## src/rtl/muldiv_pkg.sv

```systemverilog
// Shared types and constants for the iterative RV32M multiply/divide unit.
//   md_op_e    : operation encoding, identical to the M-extension funct3 field
//   md_state_e : control FSM states
//   XLEN_DEF   : default operand/result width
//   RST_RESULT : value the result register takes while in reset
package muldiv_pkg;

  typedef enum logic [2:0] {
    MUL    = 3'b000,
    MULH   = 3'b001,
    MULHSU = 3'b010,
    MULHU  = 3'b011,
    DIV    = 3'b100,
    DIVU   = 3'b101,
    REM    = 3'b110,
    REMU   = 3'b111
  } md_op_e;

  typedef enum logic [1:0] {
    IDLE = 2'd0,
    CALC = 2'd1,
    DONE = 2'd2
  } md_state_e;

  localparam int          XLEN_DEF   = 32;
  localparam logic [31:0] RST_RESULT = 32'hDEADBEEF;

endpackage

```

## src/rtl/muldiv_unit.sv

```systemverilog
// Iterative RV32M multiply/divide unit, one result bit per cycle.
// Operands arrive from the register file read ports when decode issues an
// M-type op; result and destination index go to the write-back mux.
// Ports:
//   clk        rising-edge clock
//   rst        asynchronous, active-low reset
//   start      issue request, accepted only in IDLE
//   flush      abort the op in flight (ignored once the op has completed)
//   funct3     operation select (md_op_e encoding)
//   operand_a  rs1 value
//   operand_b  rs2 value
//   rd_in      destination register index
//   busy       high while an op is in CALC or DONE
//   done       one-cycle pulse, result valid
//   result     op result, held until the next accepted start completes
//   rd_out     destination index captured at start
module muldiv_unit
  import muldiv_pkg::*;
#(
  parameter int XLEN = XLEN_DEF
) (
  input  logic            clk,
  input  logic            rst,
  input  logic            start,
  input  logic            flush,
  input  logic [2:0]      funct3,
  input  logic [XLEN-1:0] operand_a,
  input  logic [XLEN-1:0] operand_b,
  input  logic [4:0]      rd_in,
  output logic            busy,
  output logic            done,
  output logic [XLEN-1:0] result,
  output logic [4:0]      rd_out
);

  localparam int CNT_W = $clog2(XLEN) + 1;

  md_state_e         state, state_nxt;
  md_op_e            op_q;
  logic [2*XLEN-1:0] acc;
  logic [XLEN-1:0]   mag_b;
  logic              neg_q;
  logic              rem_neg_q;
  logic [CNT_W-1:0]  cnt;

  logic              accept;
  logic              last;

  // Issue-side decode on the raw register-file operands
  md_op_e          op_in;
  logic            a_signed_in, b_signed_in;
  logic            sa_in, sb_in;
  logic [XLEN-1:0] mag_a_in, mag_b_in;
  logic            div_zero, div_ovf, fast;
  logic [XLEN-1:0] fast_result;

  always_comb begin
    op_in       = md_op_e'(funct3);
    a_signed_in = (op_in == MULH) || (op_in == MULHSU) || (op_in == DIV) || (op_in == REM);
    b_signed_in = (op_in == MULH) || (op_in == DIV) || (op_in == REM);
    sa_in       = a_signed_in & operand_a[XLEN-1];
    sb_in       = b_signed_in & operand_b[XLEN-1];
    mag_a_in    = sa_in ? -operand_a : operand_a;
    mag_b_in    = sb_in ? -operand_b : operand_b;
    div_zero    = funct3[2] && (operand_b == '0);
    div_ovf     = ((op_in == DIV) || (op_in == REM)) &&
                  (operand_a == {1'b1, {(XLEN-1){1'b0}}}) && (operand_b == '1);
    fast        = div_zero | div_ovf;
    // funct3[1] separates remainder ops from quotient ops
    if (div_zero) fast_result = funct3[1] ? operand_a : '1;
    else          fast_result = funct3[1] ? '0 : operand_a;
  end

  // Shared adder/subtractor. Multiply adds the multiplicand into the upper
  // half; divide subtracts the divisor from the left-shifted partial
  // remainder. Because the partial remainder is always below the divisor,
  // bit XLEN of the subtraction is set exactly when it would go negative.
  logic            is_div_q;
  logic [XLEN:0]   add_a, add_b, add_sum;
  logic [2*XLEN-1:0] acc_step;

  always_comb begin
    is_div_q = op_q[2];
    add_a    = is_div_q ? acc[2*XLEN-1:XLEN-1] : {1'b0, acc[2*XLEN-1:XLEN]};
    add_b    = {1'b0, mag_b};
    add_sum  = add_a + (is_div_q ? ~add_b : add_b) + {{XLEN{1'b0}}, is_div_q};
    if (is_div_q) begin
      if (!add_sum[XLEN]) acc_step = {add_sum[XLEN-1:0], acc[XLEN-2:0], 1'b1};
      else                acc_step = {acc[2*XLEN-2:0], 1'b0};
    end else begin
      if (acc[0]) acc_step = {add_sum, acc[XLEN-1:1]};
      else        acc_step = {1'b0, acc[2*XLEN-1:1]};
    end
  end

  // Sign post-processing of the final accumulator
  logic [2*XLEN-1:0] prod;
  logic [XLEN-1:0]   quo, rem, calc_result;

  always_comb begin
    prod        = neg_q ? -acc_step : acc_step;
    quo         = acc_step[XLEN-1:0];
    rem         = acc_step[2*XLEN-1:XLEN];
    calc_result = prod[XLEN-1:0];
    case (op_q)
      MUL:                  calc_result = prod[XLEN-1:0];
      MULH, MULHSU, MULHU:  calc_result = prod[2*XLEN-1:XLEN];
      DIV, DIVU:            calc_result = neg_q ? -quo : quo;
      REM, REMU:            calc_result = rem_neg_q ? -rem : rem;
      default:              calc_result = prod[XLEN-1:0];
    endcase
  end

  // Control FSM
  always_ff @(posedge clk or negedge rst) begin
    if (!rst) state <= IDLE;
    else      state <= state_nxt;
  end

  always_comb begin
    state_nxt = state;
    accept    = 1'b0;
    last      = 1'b0;
    busy      = 1'b0;
    done      = 1'b0;
    case (state)
      IDLE: begin
        accept = start & ~flush;
        if (accept) state_nxt = fast ? DONE : CALC;
      end
      CALC: begin
        busy = 1'b1;
        last = (cnt == CNT_W'(XLEN-1));
        if (flush)     state_nxt = IDLE;
        else if (last) state_nxt = DONE;
      end
      DONE: begin
        busy      = 1'b1;
        done      = 1'b1;
        state_nxt = IDLE;
      end
      default: state_nxt = IDLE;
    endcase
  end

  // Datapath: operand capture on accept, one iteration per CALC cycle;
  // result is written on the edge that enters DONE so it is valid with done
  always_ff @(posedge clk or negedge rst) begin
    if (!rst) begin
      op_q      <= MUL;
      acc       <= '0;
      mag_b     <= '0;
      neg_q     <= 1'b0;
      rem_neg_q <= 1'b0;
      cnt       <= '0;
      result    <= RST_RESULT[XLEN-1:0];
      rd_out    <= '0;
    end else if (accept) begin
      op_q      <= op_in;
      acc       <= {{XLEN{1'b0}}, mag_a_in};
      mag_b     <= mag_b_in;
      neg_q     <= sa_in ^ sb_in;
      rem_neg_q <= sa_in;
      cnt       <= '0;
      rd_out    <= rd_in;
      if (fast) result <= fast_result;
    end else if ((state == CALC) && !flush) begin
      acc <= acc_step;
      cnt <= cnt + CNT_W'(1);
      if (last) result <= calc_result;
    end
  end

endmodule
```

## config.mk

```make
export PLATFORM = sky130hd
export DESIGN_NAME = muldiv_unit
export DESIGN_NICKNAME = d
export VERILOG_FILES = /design/src/rtl/muldiv_pkg.sv /design/src/rtl/muldiv_unit.sv
export SDC_FILE = /design/constraint.sdc
export NUM_CORES = 1
export LEC_CHECK = 0
export CAP_MARGIN = 20
export CORE_MARGIN = 1.5
export CORE_UTILIZATION = 40
export DETAILED_ROUTE_END_ITERATION = 7
export PLACE_DENSITY = 0.64
export REMOVE_ABC_BUFFERS = 1
export SLEW_MARGIN = 0
export SYNTH_ARGS = -nofsm -noshare
export SYNTH_HDL_FRONTEND = slang
export SYNTH_SLANG_ARGS = --single-unit
```

## constraint.sdc

```tcl
create_clock -name clk -period 14.6 [get_ports clk]
set_input_delay 2.92 -clock clk [delete_from_list [all_inputs] [get_ports clk]]
set_output_delay 2.92 -clock clk [all_outputs]
set_load 0.02 [all_outputs]
```

# Word level (Yosys, flattened, before mapping)
# Cells that the tools add are included.
[totals] output_inout_bits=39 inputBits=76 reg_bits=146 mem_bits_rw=0 mem_bits_ro=0 n_memories=0 wordCells=96 latch_bits=0
[classes] mul=0 reduce_logical=22 div_mod_pow=0 eq_ne=19 n_mux=31 n_addsub=8 magnitude_cmp=0 shift=0 bitwise=7
[ops] cell="$mux 64" n=6
[ops] cell="$mux 32" n=11
[ops] cell="$neg 32->32" n=4
[ops] cell="$pmux 32 s4" n=1
[ops] cell="$mux 33" n=2
[ops] cell="$eq 32x32->1 const B" n=2
[ops] cell="$neg 64->64" n=1
[ops] cell="$add 33x1->33" n=1
[ops] cell="$add 33x33->33" n=1
[ops] cell="$not 32->33" n=1
[ops] cell="$logic_not 32->1" n=1
[ops] cell="$eq 3x3->1 const B" n=6
[ops] cell="$mux 6" n=2
[ops] cell="$eq 3x2->1 const B" n=3
[ops] cell="$mux 2" n=4
[ops] cell="$add 6x1->6 const B" n=1
[ops] cell="$eq 3x1->1 const B" n=2
[ops] cell="$eq 6x5->1 const B" n=1
[ops] cell="$logic_or 1x1->1" n=6
[ops] cell="$reduce_or 2->1" n=3
[ops] cell="$logic_and 1x1->1" n=4
[ops] cell="$mux 1" n=4
[ops] cell="$pmux 2 s2" n=1
[ops] cell="$reduce_bool 2->1" n=2
[ops] cell="other kinds (15)" n=17

# Logic depth before layout (Yosys ltp)
# Gate-level depths: netlist of the first run.
[logic_depth] ltp_word=12 depth_mapped=30 ltp_nobuf=20

# Worst setup path before layout of the first run
# OpenSTA, ideal clock, no wires.
[synth_path] kind="register to register" startpoint="register op_q[2]" endpoint="register result[20]" required_time_ns=14.472 n_path_buf=11 path_stages_with_launch=30 arrival_ns=6.998 setup_time_ns=0.128 synth_period_minus_slack_ns=7.126 path_slack_ns=7.474 cell_sequence="dfrtp_1 -> buf_2 -> buf_2 -> buf_1 -> buf_2 -> buf_1 -> buf_2 -> buf_1 -> buf_1 -> buf_2 -> buf_1 -> xor2_1 -> ha_1 -> buf_2 -> a21oi_1 -> o21ai_1 -> a22o_1 -> o21ai_2 -> a2111oi_4 -> nor2_1 -> ha_1 -> o2111ai_1 -> or2_2 -> nor2_1 -> and3_1 -> nand3_1 -> o21ai_0 -> xnor2_1 -> a221oi_1 -> nor3_1"
[synth_via] elab_chain_len=11 elab_cells_between_ends=28 classes_between="add/sub (5); eq/ne (7); mux (12); reduce/logical (4)"
[synth_lines] element="start, declared" line="muldiv_unit.sv:39" rtl="md_op_e op_q;"
[synth_lines] element="start signal, assigned" line="muldiv_unit.sv:159" rtl="op_q <= op_in;"
[synth_lines] element="$mux 33 (on tied branches)" line="muldiv_unit.sv:84, muldiv_unit.sv:86"
[synth_lines] element="$add 33x33->33" line="muldiv_unit.sv:86" rtl="add_sum = add_a + (is_div_q ? ~add_b : add_b) + {{XLEN{1'b0}}, is_div_q};"
[synth_lines] element="$add 33x1->33" line="muldiv_unit.sv:86"
[synth_lines] element="$mux 64 (on tied branches)" line="muldiv_unit.sv:88, muldiv_unit.sv:91"
[synth_lines] element="$mux 64" line="muldiv_unit.sv:87" rtl="if (is_div_q) begin"
[synth_lines] element="$neg 64->64, or another cell as far along" line="muldiv_unit.sv:101" rtl="prod = neg_q ? -acc_step : acc_step;"
[synth_lines] element="$mux 64, or another cell as far along" line="muldiv_unit.sv:101"
[synth_lines] element="$pmux 32 s4 (*)" line="muldiv_unit.sv:105" rtl="case (op_q)"
[synth_lines] element="$mux 32 (*)" line="muldiv_unit.sv:170" rtl="if (last) result <= calc_result;"
[synth_lines] element="$mux 32 (*)" line="muldiv_unit.sv:167" rtl="end else if ((state == CALC) && !flush) begin"
[synth_lines] element="$mux 32 (*)" line="muldiv_unit.sv:158" rtl="end else if (accept) begin"
[synth_lines] element="end signal, assigned" line="muldiv_unit.sv:156" rtl="result <= RST_RESULT[XLEN-1:0];"
[synth_lines] element="end signal, assigned" line="muldiv_unit.sv:166" rtl="if (fast) result <= fast_result;"
[synth_lines] element="end signal, assigned" line="muldiv_unit.sv:170"
[synth_lines] element="end, declared" line="muldiv_unit.sv:32" rtl="output logic [XLEN-1:0] result,"
# Every way passes the cells marked *; elsewhere a longest branch is shown, timed or not. The select of a mux whose other input is x is not followed.
# A chain may end at the register's enable or synchronous reset.

# Final worst setup path of the first run
[layout_path] startpoint="register op_q[2]" endpoint="register result[17]"
# Same word-level chain as after synthesis.

==> results of run 1 <==
## cell families (layout without fill, tap and decap cells)
family	after synthesis	in the layout	share of synthesized area, %
multiplexers	89	89	6.18
AO/OA/AOI/OAI	629	629	26.3
XOR/XNOR	184	184	10.7
AND/OR/NAND/NOR	808	808	24.8
flip-flops	146	146	24.4
buffers and inverters	160	195	4.30
adder cells (fa/ha/maj)	40	40	3.36
## Yosys cell counts, types with 21 or more instances
| cell type | count |
|---|---|
| a211oi_1 | 29 |
| o21ai_0 | 169 |
| nand3_1 | 36 |
| dfstp_2 | 24 |
| nand2_1 | 315 |
| a31oi_1 | 26 |
| a21o_1 | 26 |
| clkbuf_1 | 91 |
| xor2_1 | 90 |
| inv_1 | 24 |
| nand4_1 | 29 |
| nor3_1 | 66 |
| or3_1 | 37 |
| o31ai_1 | 21 |
| dfrtp_1 | 122 |
| a21oi_1 | 170 |
| xnor2_1 | 94 |
| ha_1 | 39 |
| buf_1 | 23 |
| nor2_1 | 200 |
| mux2_2 | 33 |
| o211ai_1 | 53 |
| mux2i_1 | 54 |
## per-stage QoR
step / utilization (%) / instances / worst slack [ns] / cell area, µm²
floorplan: - / 1922 / 2.99 / 14600
global placement: 44.3 / 2570 / 6.75 / 16600
detailed placement: 44.3 / 2570 / 6.77 / 16600
CTS: 45.9 / 2602 / 6.95 / 17200
global route: 45.9 / 2602 / 6.23 / 17200
finish: 45.9 / 2602 / 6.72 / 17200
## per-layer routing
metal	global-route usage, %	routed length [µm]
met1	40.3	24500
met2	43.9	24800
met3	5.19	4650
met4	11.3	2140
met5	0	0
## final timing paths
kind / slack [ns] / end / from / depth (start not counted)
worst min register to register: 0.48 / rd_out[3] / rd_out[3] / 2
worst max-delay path: 6.72 / result[17] / op_q[2] / 18
worst max register to register: 6.72 / result[17] / op_q[2] / 18
min in group asynchronous: 2.56 / result[29] / rst / 1
max in group asynchronous: 10.59 / op_q[2] / rst / 2
worst min-delay path: 0.48 / rd_out[3] / rd_out[3] / 2
## area by class of cell
type	instances	area share, %
inverters	26	0.568
flip-flops and latches	146	21.5
well taps	511	3.72
clock buffers	18	2.56
multi-input cells	1750	63.0
clock inverters	14	1.03
repair buffers	137	7.66
## worst reg2reg max path, cell delays in order, from the launching register on
cell and delay [ns]:
dfrtp_4 0.69, buf_4 0.67, buf_4 0.86, mux2_2 0.49
ha_1 0.52, nand4_1 0.31, nor4_1 0.30, o211a_2 0.30
o21ai_2 0.15, a211oi_4 0.22, buf_4 0.41, mux2i_1 0.37
o221ai_2 0.30, nor4_2 0.76, nand3_1 0.49, o21ai_0 0.36
xnor2_1 0.09, a21oi_1 0.35, a31oi_1 0.13
## flip-flops by register name, indices dropped and copies added (netlist names)
signal     count
rem_neg_q      1
op_q           3
neg_q          1
state          2
acc           64
cnt            6
mag_b         32
rd_out         5
result        32
==> results.json, run 1 <==
{
  "synthTopCellsByArea": "dfrtp_1, nand2_1, a21oi_1",
  "numClockSinks": 146,
  "wl_mm": 56.1,
  "clock_latency_ns": 0.46,
  "drcViolationCount": 0,
  "cts-root-buf": "clkbuf_16",
  "syn2layout_area_growth_pct": 13.5,
  "grt_pass1_vias": 15000,
  "fin_crit_sh_pct": 54.0,
  "cts_buffers": 17,
  "min_path_type": "reg -> reg",
  "timing.final.max_slew_violations": 0,
  "async_flop_share_pct": 100,
  "layout_commonest_cell": "nand2_1",
  "cts_setup_buffers": 0,
  "initial_core_util_pct": 40.4,
  "io_pins": 115,
  "slew_headroom_pct": 28.2,
  "crit_top_cell": "buf_4",
  "fill_cells": 3797,
  "worstSetupPathType": "reg -> reg",
  "grt_overflow_total": 0,
  "drtIter0Drc": 1793,
  "postSynthCellCount": 2056,
  "path_clk_slew_ns": 0.07,
  "antenna_found_initial": 0,
  "slowest_delay_ns": 0.78,
  "cts-htree-levels": 4,
  "syn_area_per_cell_um2": 7.36,
  "place_congestion": 1.03,
  "synth_top_area_cell": "dfrtp_1",
  "grt_pass1_wl_mm": 87.0,
  "finClkSkew_ns": 0.0123,
  "fmaxAchievable_mhz": 127,
  "holdWs_ns": 0.480,
  "ys_seq_area_share_pct": 24.4,
  "syn_area_um2": 15100,
  "fin_tns_setup_ns": 0,
  "cts-resized-gates": 0,
  "drive_above_1_share_pct": 7.41,
  "cp_top_family": "buffers and inverters",
  "cp.required_ns": 14.92,
  "synth_cell_types": 88,
  "vias_per_cell": 6.17,
  "ant_nets": 0,
  "tightestPinTransition_ns": 1.07,
  "synth_edf_count": 0,
  "slowest_stage": "buf_4",
  "fin_nets": 2194,
  "crit_arrival_ns": 8.21,
  "diodes": 0,
  "multi_input_area_um2": 10800,
  "drt-pass1-iter-count": 6,
  "finalSetupViolations": 0,
  "clockBufferDepth": 2,
  "ff_latch_area_um2": 3690,
  "rows": 71,
  "yosys_warnings": 0,
  "crit_path_start_kind": "flop",
  "endpoint_kind": "flop",
  "buffer_ports.inserted": 114,
  "status": "finished, final reports clean",
  "die_area_um2": 39000,
  "die_height_um": 197,
  "drv_cap": 0,
  "hold_viol": 0,
  "holdBufCountCts": 0,
  "wl_per_cell_um": 21.6,
  "cts_tree": "yes",
  "die_x_um": 197,
  "synth-main-ff-cell": "dfrtp_1",
  "grt_usage_pct": 28.9,
  "worst-path-buf-inv": 3,
  "worstPathCellList": "buf_4 -> buf_4 -> mux2_2 -> ha_1 -> nand4_1 -> nor4_1 -> o211a_2 -> o21ai_2 -> a211oi_4 -> buf_4 -> mux2i_1 -> o221ai_2 -> nor4_2 -> nand3_1 -> o21ai_0 -> xnor2_1 -> a21oi_1 -> a31oi_1",
  "crit_fanout": 80,
  "fin_crit_ns": 7.88,
  "synth_top_area_share_pct": 20.2,
  "core_region_area_um2": 37400,
  "final_cell_mix": "nand2_1, nor2_1, a21oi_1",
  "num_vias": 16100,
  "grt_max_degree": 108,
  "hpwl_mm": 41.4,
  "rsz0062_at_grt": "no",
  "synth_seq_cells": 146
}
Power of run 1 is left out: the tool's default activity adds up to more than one toggle a clock period on the data nets, which glitch-free logic cannot reach.
==> inputs of run 2 (changes only) <==
--- a/config.mk
+++ b/config.mk
@@ -9,7 +9,7 @@
 export CORE_MARGIN = 1.5
 export CORE_UTILIZATION = 40
 export DETAILED_ROUTE_END_ITERATION = 7
-export PLACE_DENSITY = 0.64
+export PLACE_DENSITY = 0.66
 export REMOVE_ABC_BUFFERS = 1
 export SLEW_MARGIN = 0
 export SYNTH_ARGS = -nofsm -noshare
==> constraint.sdc (replaced) <==
create_clock -name clk -period 6.7 [get_ports clk]
set_input_delay 1.34 -clock clk [delete_from_list [all_inputs] [get_ports clk]]
set_output_delay 1.34 -clock clk [all_outputs]
set_load 0.02 [all_outputs]
==> results.json, run 2 (same netlist as run 1, synthesis figures left out) <==
{
  "status": "finished, final reports clean",
  "buffer_ports.inserted": 114,
  "finalSetupViolations": 0,
  "crit_arrival_ns": 6.57,
  "pre_cts_slack_ns": 0.715,
  "die_height_um": 197,
  "worst-path-buf-inv": 2,
  "drive_above_1_share_pct": 8.46,
  "ff_latch_area_um2": 3690,
  "drcViolationCount": 0,
  "fill_cells": 3744,
  "fmaxAchievable_mhz": 162,
  "drt-pass1-iter-count": 6,
  "clock_latency_ns": 0.46,
  "fin_crit_sh_pct": 92.1,
  "fin_nets": 2218,
  "cts_setup_buffers": 0,
  "io_pins": 115,
  "grt_pass1_vias": 15000,
  "wl_mm": 55.5,
  "diodes": 0,
  "slowest_delay_ns": 0.76,
  "wl_per_cell_um": 21.1,
  "hold_viol": 0,
  "grt_pass1_wl_mm": 86.1,
  "clockBufferDepth": 2,
  "cts-htree-levels": 4,
  "slew_headroom_pct": 28.2,
  "cts_tree": "yes",
  "grt_overflow_total": 0,
  "slowest_stage": "dfrtp_4",
  "place_congestion": 1.03,
  "cts-resized-gates": 0,
  "crit_path_start_kind": "flop",
  "fin_crit_ns": 6.17,
  "initial_core_util_pct": 40.4,
  "largest_register_ffs": 64,
  "vias_per_cell": 6.07,
  "reg_top3": "acc x64, mag_b x32, result x32",
  "timing.final.max_slew_violations": 0,
  "crit_fanout": 39,
  "drv_cap": 0,
  "setup_slack_ns": 0.530,
  "cp_top_family": "compound AO/OA/AOI/OAI gates",
  "path_clk_slew_ns": 0.06,
  "worstPathCellList": "buf_4 -> mux2_2 -> ha_1 -> a21oi_1 -> o21ai_0 -> a211oi_1 -> nand2_1 -> o311ai_0 -> buf_4 -> a21o_1 -> a211oi_1 -> nor4_1 -> and4_1 -> nand2_1 -> or4_1 -> o211ai_1 -> o21a_1",
  "min_path_type": "reg -> reg",
  "hpwl_mm": 42.1,
  "cp.required_ns": 7.10,
  "holdBufCountCts": 0,
  "worstSetupPathType": "reg -> reg",
  "tightestPinTransition_ns": 1.07,
  "core_region_area_um2": 37400,
  "endpoint_kind": "flop",
  "drtIter0Drc": 1627,
  "ant_nets": 0,
  "numClockSinks": 146,
  "rsz0062_at_grt": "no",
  "syn2layout_area_growth_pct": 14.3,
  "grt_usage_pct": 28.5,
  "antenna_found_initial": 0,
  "die_area_um2": 39000,
  "layout_commonest_cell": "nand2_1",
  "finClkSkew_ns": 0.0143,
  "cts_buffers": 17,
  "cts-root-buf": "clkbuf_16",
  "rows": 71,
  "holdWs_ns": 0.479,
  "top_register": "acc",
  "final_cell_mix": "nand2_1, nor2_1, a21oi_1",
  "grt_max_degree": 103,
  "num_vias": 15900,
  "multi_input_area_um2": 10800,
  "die_x_um": 197
}
## run 2: cell count changes in the layout (fill, tap and decap cells not counted), moves of 2 or more
| cell | before | now |
|---|---|---|
| clkinv_4 | 3 | 1 |
| inv_6 | 4 | 2 |
| clkinv_2 | 2 | 5 |
| clkinvlp_4 | 2 | 4 |
| buf_4 | 23 | 47 |
| bufinv_16 | 3 | 1 |
| clkbuf_1 | 0 | 2 |
## run 2: per-stage QoR
stage | std cells | TNS (ns) | util [%] | instance area (µm²)
6_report | 2626 | 0 | 46.2 | 17300
5_1_grt | 2626 | 0 | 46.2 | 17300
4_1_cts | 2626 | 0 | 46.2 | 17300
3_5_place_dp | 2594 | 0 | 44.8 | 16700
3_3_place_gp | 2594 | 0 | 44.8 | 16700
2_1_floorplan | 1922 | -258.38 | - | 14600
## run 2: tightest hold or removal path: stages, from the launching register on
cell	delay (ns)
dfrtp_1	0.34
nand2_1	0.05
nand2_1	0.05
## run 2: path summary, 6_finish.rpt
kind                            from    endpoint  cells past startpoint  slack (ns)
setup / recovery             op_q[2]  result[31]                     17        0.53
setup reg to reg             op_q[2]  result[31]                     17        0.53
hold reg to reg            rd_out[2]   rd_out[2]                      2        0.48
min in group asynchronous        rst     acc[20]                      1        0.83
hold / removal             rd_out[2]   rd_out[2]                      2        0.48
max in group asynchronous        rst     op_q[2]                      2        4.56
## run 2: per-layer routing
metal	vias to the layer above	global-route usage (%)	share of wire, %
met5	-	0	0
met1	7606	38.4	43
li1	7537	-	-
met3	103	6.49	8.8
met4	0	11.8	3.9
met2	689	43.6	44
## run 2: layout make-up
type,count,share of cell area (%)
inverters,26,0.565
multi-input cells,1750,62.6
repair buffers,161,8.65
well taps,511,3.70
flip-flops and latches,146,21.3
clock inverters,13,0.644
clock buffers,19,2.50
Power of run 2 is left out for the same reason.
==> inputs of run 3 (changes only) <==
--- a/config.mk
+++ b/config.mk
@@ -9,6 +9,7 @@
 export CORE_MARGIN = 1.5
 export CORE_UTILIZATION = 40
 export DETAILED_ROUTE_END_ITERATION = 7
+export GPL_TIMING_DRIVEN = 0
 export PLACE_DENSITY = 0.66
 export REMOVE_ABC_BUFFERS = 1
 export SLEW_MARGIN = 0
==> results.json, run 3 (same netlist as run 1, synthesis figures left out) <==
{
  "clock_latency_ns": 0.47,
  "buffer_ports.inserted": 114,
  "clockBufferDepth": 2,
  "grt_max_degree": 90,
  "cts-root-buf": "clkbuf_16",
  "holdBufCountCts": 0,
  "fmaxAchievable_mhz": 153,
  "drive_above_1_share_pct": 8.40,
  "hpwl_mm": 40.9,
  "top_register": "acc",
  "crit_path_start_kind": "flop",
  "die_height_um": 197,
  "finalSetupViolations": 0,
  "timing.final.max_slew_violations": 0,
  "core_region_area_um2": 37400,
  "rows": 71,
  "cp.required_ns": 7.09,
  "finClkSkew_ns": 0.0127,
  "cts_tree": "yes",
  "rsz0062_at_grt": "no",
  "min_path_type": "reg -> reg",
  "layout_commonest_cell": "nand2_1",
  "syn2layout_area_growth_pct": 16.2,
  "tightestPinTransition_ns": 1.16,
  "fin_crit_ns": 6.55,
  "drv_cap": 0,
  "wl_per_cell_um": 21.5,
  "ant_nets": 0,
  "grt_pass1_wl_mm": 86.6,
  "utilization_pct": 47.0,
  "grt_overflow_total": 0,
  "endpoint_kind": "flop",
  "reg_top3": "acc x64, mag_b x32, result x32",
  "die_area_um2": 39000,
  "cts-htree-levels": 4,
  "crit_arrival_ns": 6.94,
  "path_clk_slew_ns": 0.07,
  "drtIter0Drc": 1895,
  "grt_usage_pct": 28.7,
  "cts_buffers": 17,
  "place_congestion": 0.954,
  "grt_pass1_vias": 14800,
  "numClockSinks": 146,
  "wl_mm": 56.0,
  "drt-pass1-iter-count": 6,
  "fin_tns_setup_ns": 0,
  "drcViolationCount": 0,
  "crit_fanout": 42,
  "initial_core_util_pct": 40.4,
  "fin_crit_sh_pct": 97.7,
  "worstSetupPathType": "reg -> reg",
  "largest_register_ffs": 64,
  "fin_nets": 2198,
  "die_x_um": 197,
  "status": "finished, final reports clean",
  "final_cell_mix": "nand2_1, nor2_1, o21ai_0",
  "num_vias": 16000,
  "antenna_found_initial": 0,
  "io_pins": 115,
  "vias_per_cell": 6.12,
  "diodes": 0,
  "hold_viol": 0,
  "slew_headroom_pct": 22.5
}
run 3: cell type report:
class	instances	area (µm²)
Multi-Input combinational cell	1750	10900
Clock inverter	15	183
Inverter	26	103
Timing Repair Buffer	141	1630
Sequential cell	146	3690
Tap cell	511	639
Fill cell	3717	19800
Clock buffer	17	425
run 3: layer usage:
metal | global-route usage, % | vias up | wire length [µm]
li1 | - | 7497 | -
met1 | 40.5 | 7693 | 25000
met2 | 44.6 | 682 | 25300
met3 | 4.75 | 78 | 4270
met4 | 8.82 | 0 | 1500
met5 | 0 | - | 0
run 3: path summary, 6_finish.rpt:
| check | cells past startpoint | startpoint | end | slack (ns) |
|---|---|---|---|---|
| max | 22 | op_q[2] | result[12] | 0.15 |
| min | 2 | rd_out[3] | rd_out[3] | 0.48 |
| min reg2reg | 2 | rd_out[3] | rd_out[3] | 0.48 |
| min in group asynchronous | 1 | rst | acc[25] | 0.80 |
| max in group asynchronous | 2 | rst | mag_b[5] | 5.04 |
| max reg2reg | 22 | op_q[2] | result[12] | 0.15 |
run 3: what timing repair did:
item / CTS / global route
setup endpoints to repair: 30 / 17
resized for setup: 8 / 13
pin swaps: 1 / 4
setup buffers: 4 / 4
gates cloned: 2 / 0
run 3: critical path, stage by stage (launching register included):
cell       delay (ns)
dfrtp_4          0.62
buf_16           0.27
buf_16           0.25
mux2_2           0.39
ha_1             0.52
nand4_1          0.26
nor2_1           0.18
o211ai_1         0.26
a21oi_2          0.32
a2111oi_4        0.07
buf_4            0.20
nor2_2           0.28
ha_1             0.27
o2111ai_2        0.25
or2_2            0.43
nor2_2           0.24
and3_2           0.35
nand3_2          0.22
nand3_1          0.15
a211oi_1         0.09
a2111oi_1        0.52
buf_1            0.23
nor2_1           0.06
run 3: metrics by stage:
| step | cells | worst slack [ns] | hold slack, ns | cell area, µm² |
|---|---|---|---|---|
| floorplan | 1922 | -4.91 | 0.469 | 14600 |
| global placement | 2547 | -10.12 | 0.466 | 16400 |
| detailed placement | 2564 | -1.35 | 0.467 | 16700 |
| CTS | 2602 | 0.0973 | 0.482 | 17500 |
| global route | 2606 | 0.00349 | 0.521 | 17600 |
| finish | 2606 | 0.153 | 0.478 | 17600 |
Power of run 3 is left out for the same reason.
==> patch (settings of run 3) <==
Register the inputs `start`, `flush`, `funct3`, `operand_a`, `operand_b` and `rd_in` before use, with the module's reset. The logic sees them one clock later.
--- a/src/rtl/muldiv_unit.sv
+++ b/src/rtl/muldiv_unit.sv
@@ -37,2 +37,27 @@
 
+  logic start_q;
+  logic flush_q;
+  logic [2:0] funct3_q;
+  logic [XLEN-1:0] operand_a_q;
+  logic [XLEN-1:0] operand_b_q;
+  logic [4:0] rd_q;
+
+  always_ff @(posedge clk or negedge rst) begin
+    if (!rst) begin
+      start_q     <= '0;
+      flush_q     <= '0;
+      funct3_q    <= '0;
+      operand_a_q <= '0;
+      operand_b_q <= '0;
+      rd_q        <= '0;
+    end else begin
+      start_q     <= start;
+      flush_q     <= flush;
+      funct3_q    <= funct3;
+      operand_a_q <= operand_a;
+      operand_b_q <= operand_b;
+      rd_q        <= rd_in;
+    end
+  end
+
   md_state_e         state, state_nxt;
@@ -57,16 +82,16 @@
   always_comb begin
-    op_in       = md_op_e'(funct3);
+    op_in       = md_op_e'(funct3_q);
     a_signed_in = (op_in == MULH) || (op_in == MULHSU) || (op_in == DIV) || (op_in == REM);
     b_signed_in = (op_in == MULH) || (op_in == DIV) || (op_in == REM);
-    sa_in       = a_signed_in & operand_a[XLEN-1];
-    sb_in       = b_signed_in & operand_b[XLEN-1];
-    mag_a_in    = sa_in ? -operand_a : operand_a;
-    mag_b_in    = sb_in ? -operand_b : operand_b;
-    div_zero    = funct3[2] && (operand_b == '0);
+    sa_in       = a_signed_in & operand_a_q[XLEN-1];
+    sb_in       = b_signed_in & operand_b_q[XLEN-1];
+    mag_a_in    = sa_in ? -operand_a_q : operand_a_q;
+    mag_b_in    = sb_in ? -operand_b_q : operand_b_q;
+    div_zero    = funct3_q[2] && (operand_b_q == '0);
     div_ovf     = ((op_in == DIV) || (op_in == REM)) &&
-                  (operand_a == {1'b1, {(XLEN-1){1'b0}}}) && (operand_b == '1);
+                  (operand_a_q == {1'b1, {(XLEN-1){1'b0}}}) && (operand_b_q == '1);
     fast        = div_zero | div_ovf;
     // funct3[1] separates remainder ops from quotient ops
-    if (div_zero) fast_result = funct3[1] ? operand_a : '1;
-    else          fast_result = funct3[1] ? '0 : operand_a;
+    if (div_zero) fast_result = funct3_q[1] ? operand_a_q : '1;
+    else          fast_result = funct3_q[1] ? '0 : operand_a_q;
   end
@@ -127,3 +152,3 @@
       IDLE: begin
-        accept = start & ~flush;
+        accept = start_q & ~flush_q;
         if (accept) state_nxt = fast ? DONE : CALC;
@@ -133,3 +158,3 @@
         last = (cnt == CNT_W'(XLEN-1));
-        if (flush)     state_nxt = IDLE;
+        if (flush_q)     state_nxt = IDLE;
         else if (last) state_nxt = DONE;
@@ -164,5 +189,5 @@
       cnt       <= '0;
-      rd_out    <= rd_in;
+      rd_out    <= rd_q;
       if (fast) result <= fast_result;
-    end else if ((state == CALC) && !flush) begin
+    end else if ((state == CALC) && !flush_q) begin
       acc <= acc_step;
Formal check against the unedited RTL: not equivalent (a bounded check fails within 4 cycles, from zero or initial values and one cycle with rst low).
==> patch against run 3 <==
Cell area rose by 10%. Worst setup slack improved by 150 ps. Critical path depth rose by 4. Hold slack got worse by 38 ps. Sequential cell count rose by 74. Routed wire length fell by 3.0%. Area after synthesis rose by 9.4%. Critical path type unchanged.
==> patch: results (changes against run 3) <==
global_routing:
  use_met2: 0.397  # -0.0491
  grt_max_degree: 118  # +31%
  grt_pass1_wl_um: 84800  # -2.1%
  use_met3: 0.0410  # -0.00647
  grt_pass1_vias: 15100  # +1.8%
  grt_usage: 0.253  # -0.0333
  antenna_found_initial: 0  # unchanged
  met1_usage: 0.350  # -0.0547
logic_synthesis:
  synth_ff_type: "dfrtp_1"
  yosys_warnings: 0  # unchanged
  syn_avg_cell_area_sq_um: 8.14  # +11%
  yosysUniqueCellTypes: 99  # +13%
  synth_commonest_cells: "nand2_1, dfrtp_1, o21ai_0"
  synthTopCellsByArea: "dfrtp_1, nand2_1, xor2_1"
  synth-seq-cells: 220  # +51%
  synth_async_sr_flop_share: 1.00  # unchanged
  ys_seq_area_frac: 0.335  # +0.0911
place:
  post-place-ws_ps: -2430  # -1080 ps
  gp_congestion: 0.909  # -4.8%
  portBuffers: 114  # unchanged
  dp_hpwl_um: 37900  # -7.5%
  dpl.cell_count: 2566  # +0.078%
  place_area_sq_um: 18200  # +8.7%
routing:
  routed_wl_um: 54300  # -3.0%
  via_per_inst: 6.05  # -1.2%
  first_pass_iters: 5  # -1
  wl_per_cell_um: 20.7  # -4.0%
  first_iter_violations: 1608  # -15%
critical_path:
  r2r_start: "op_q[2]$_DFFE_PN0P_"
  cp.arrival_ps: 6780  # -160 ps
  cp_max_fo: 43  # +2.4%
  worstSetupPathType: "register to register"
sta:
  slew_headroom: 0.186  # -0.0388
  finClkSkew_ps: 15.7  # +3.03 ps
clock_tree:
  clk_path_buf_depth: 3  # +1
  numCtsBuffers: 27  # +10
  ctsHtreeMaxLevel: 1  # -3
  clk_transition_reported_paths_ps: 60
  insertion_delay_ps: 570  # +100 ps
  cts-root-buf: "clkbuf_16"
outcome:
  outcome: "finished, final reports clean"
final_layout:
  finalNetCount: 2196  # -0.091%
  largest_reg_flops: 64  # unchanged
  drive_gt1_frac: 0.0972  # +0.0132
  antenna_cells: 0  # unchanged
  regMostFlops: "acc"
  n_fill_cell: 3899  # +4.9%
min_path:
  hold_start: "rd_q[4]$_DFF_PN0_"
  holdCritPathClass: "register to register"
run:
  max_cap_violations: 0  # unchanged
die:
  initial_core_util: 0.405  # +0.000666
power:
  p_leak_uw: 0.00765
  peakVddDrop_mv: 0.269
-- patch: layout make-up --
type                       instances  area share
tap                              532      0.0343
clock inverter                    10     0.00684
clock buffer                      38      0.0401
timing repair buffer             145      0.0846
sequential                       220       0.286
inverter                          32     0.00639
multi-input combinational       1654       0.542
-- patch: cell families (layout without fill, tap and decap cells) --
group,Yosys count,count (layout),synth area share
AOI/OAI and AO/OA,642,643,0.245
xor gates and xnor gates,190,190,0.101
adders and majority gates,41,41,0.0313
buffers and inverters,158,225,0.0392
DFF,220,220,0.335
muxes,74,74,0.0474
and+or+nand+nor,706,706,0.202
-- patch: routing by layer --
| layer | vias up | share of wire |
|---|---|---|
| li1 | 7457 | - |
| met1 | 7761 | 0.44 |
| met2 | 582 | 0.46 |
| met3 | 105 | 0.070 |
| met4 | 0 | 0.036 |
| met5 | - | 0 |
-- patch: power breakdown --
group | leakage (uW) | internal, uW | switching (uW)
combinational | 0.00453 | 2770 | 4700
sequential | 0.00267 | 1670 | 480
clock | 0.000452 | 918 | 609
total | 0.00765 | 5360 | 5790
-- patch: worst max-delay path, cell delays in order, from the launching register on --
cell and delay [ps]:
dfrtp_4 500, buf_16 200, clkinvlp_4 150, buf_16 160, a21boi_1 130, fa_1 460
nand2b_1 200, a21oi_2 210, o211ai_1 140, a211o_1 360, a2111oi_4 330, buf_6 190
o21ai_4 150, o21ai_4 230, a21boi_4 230, ha_4 180, nand4_1 200, or3_4 420
nand2b_2 250, or2_4 340, nor2_2 140, nand4_1 110, buf_4 180, o41ai_2 240
xor2_1 110, o211ai_1 240, a31oi_1 130
-- patch: path summary, 6_finish.rpt --
| check | to | slack, ps | cells after the start |
|---|---|---|---|
| setup / recovery | result[22]$_DFFE_PN0P_ | 300 | 26 |
| hold / removal | rd_out[4]$_DFFE_PN0P_ | 440 | 2 |
| setup reg to reg | result[22]$_DFFE_PN0P_ | 300 | 26 |
| max in group asynchronous | acc[0]$_DFFE_PN0P_ | 4740 | 2 |
| hold reg to reg | rd_out[4]$_DFFE_PN0P_ | 440 | 2 |
| min in group asynchronous | operand_b_q[29]$_DFF_PN0_ | 890 | 1 |
-- patch: stage by stage --
stage,power [uW],utilization
2_1_floorplan,7330,-
3_3_place_gp,9220,0.436
3_5_place_dp,9260,0.445
4_1_cts,11000,0.472
5_1_grt,12000,0.475
6_report,11100,0.475
-- patch: what timing repair did --
action	CTS	global route
gates resized for setup	13	11
gates cloned	1	1
setup endpoints to repair	32	18
setup buffers	9	5
pin swaps	3	6
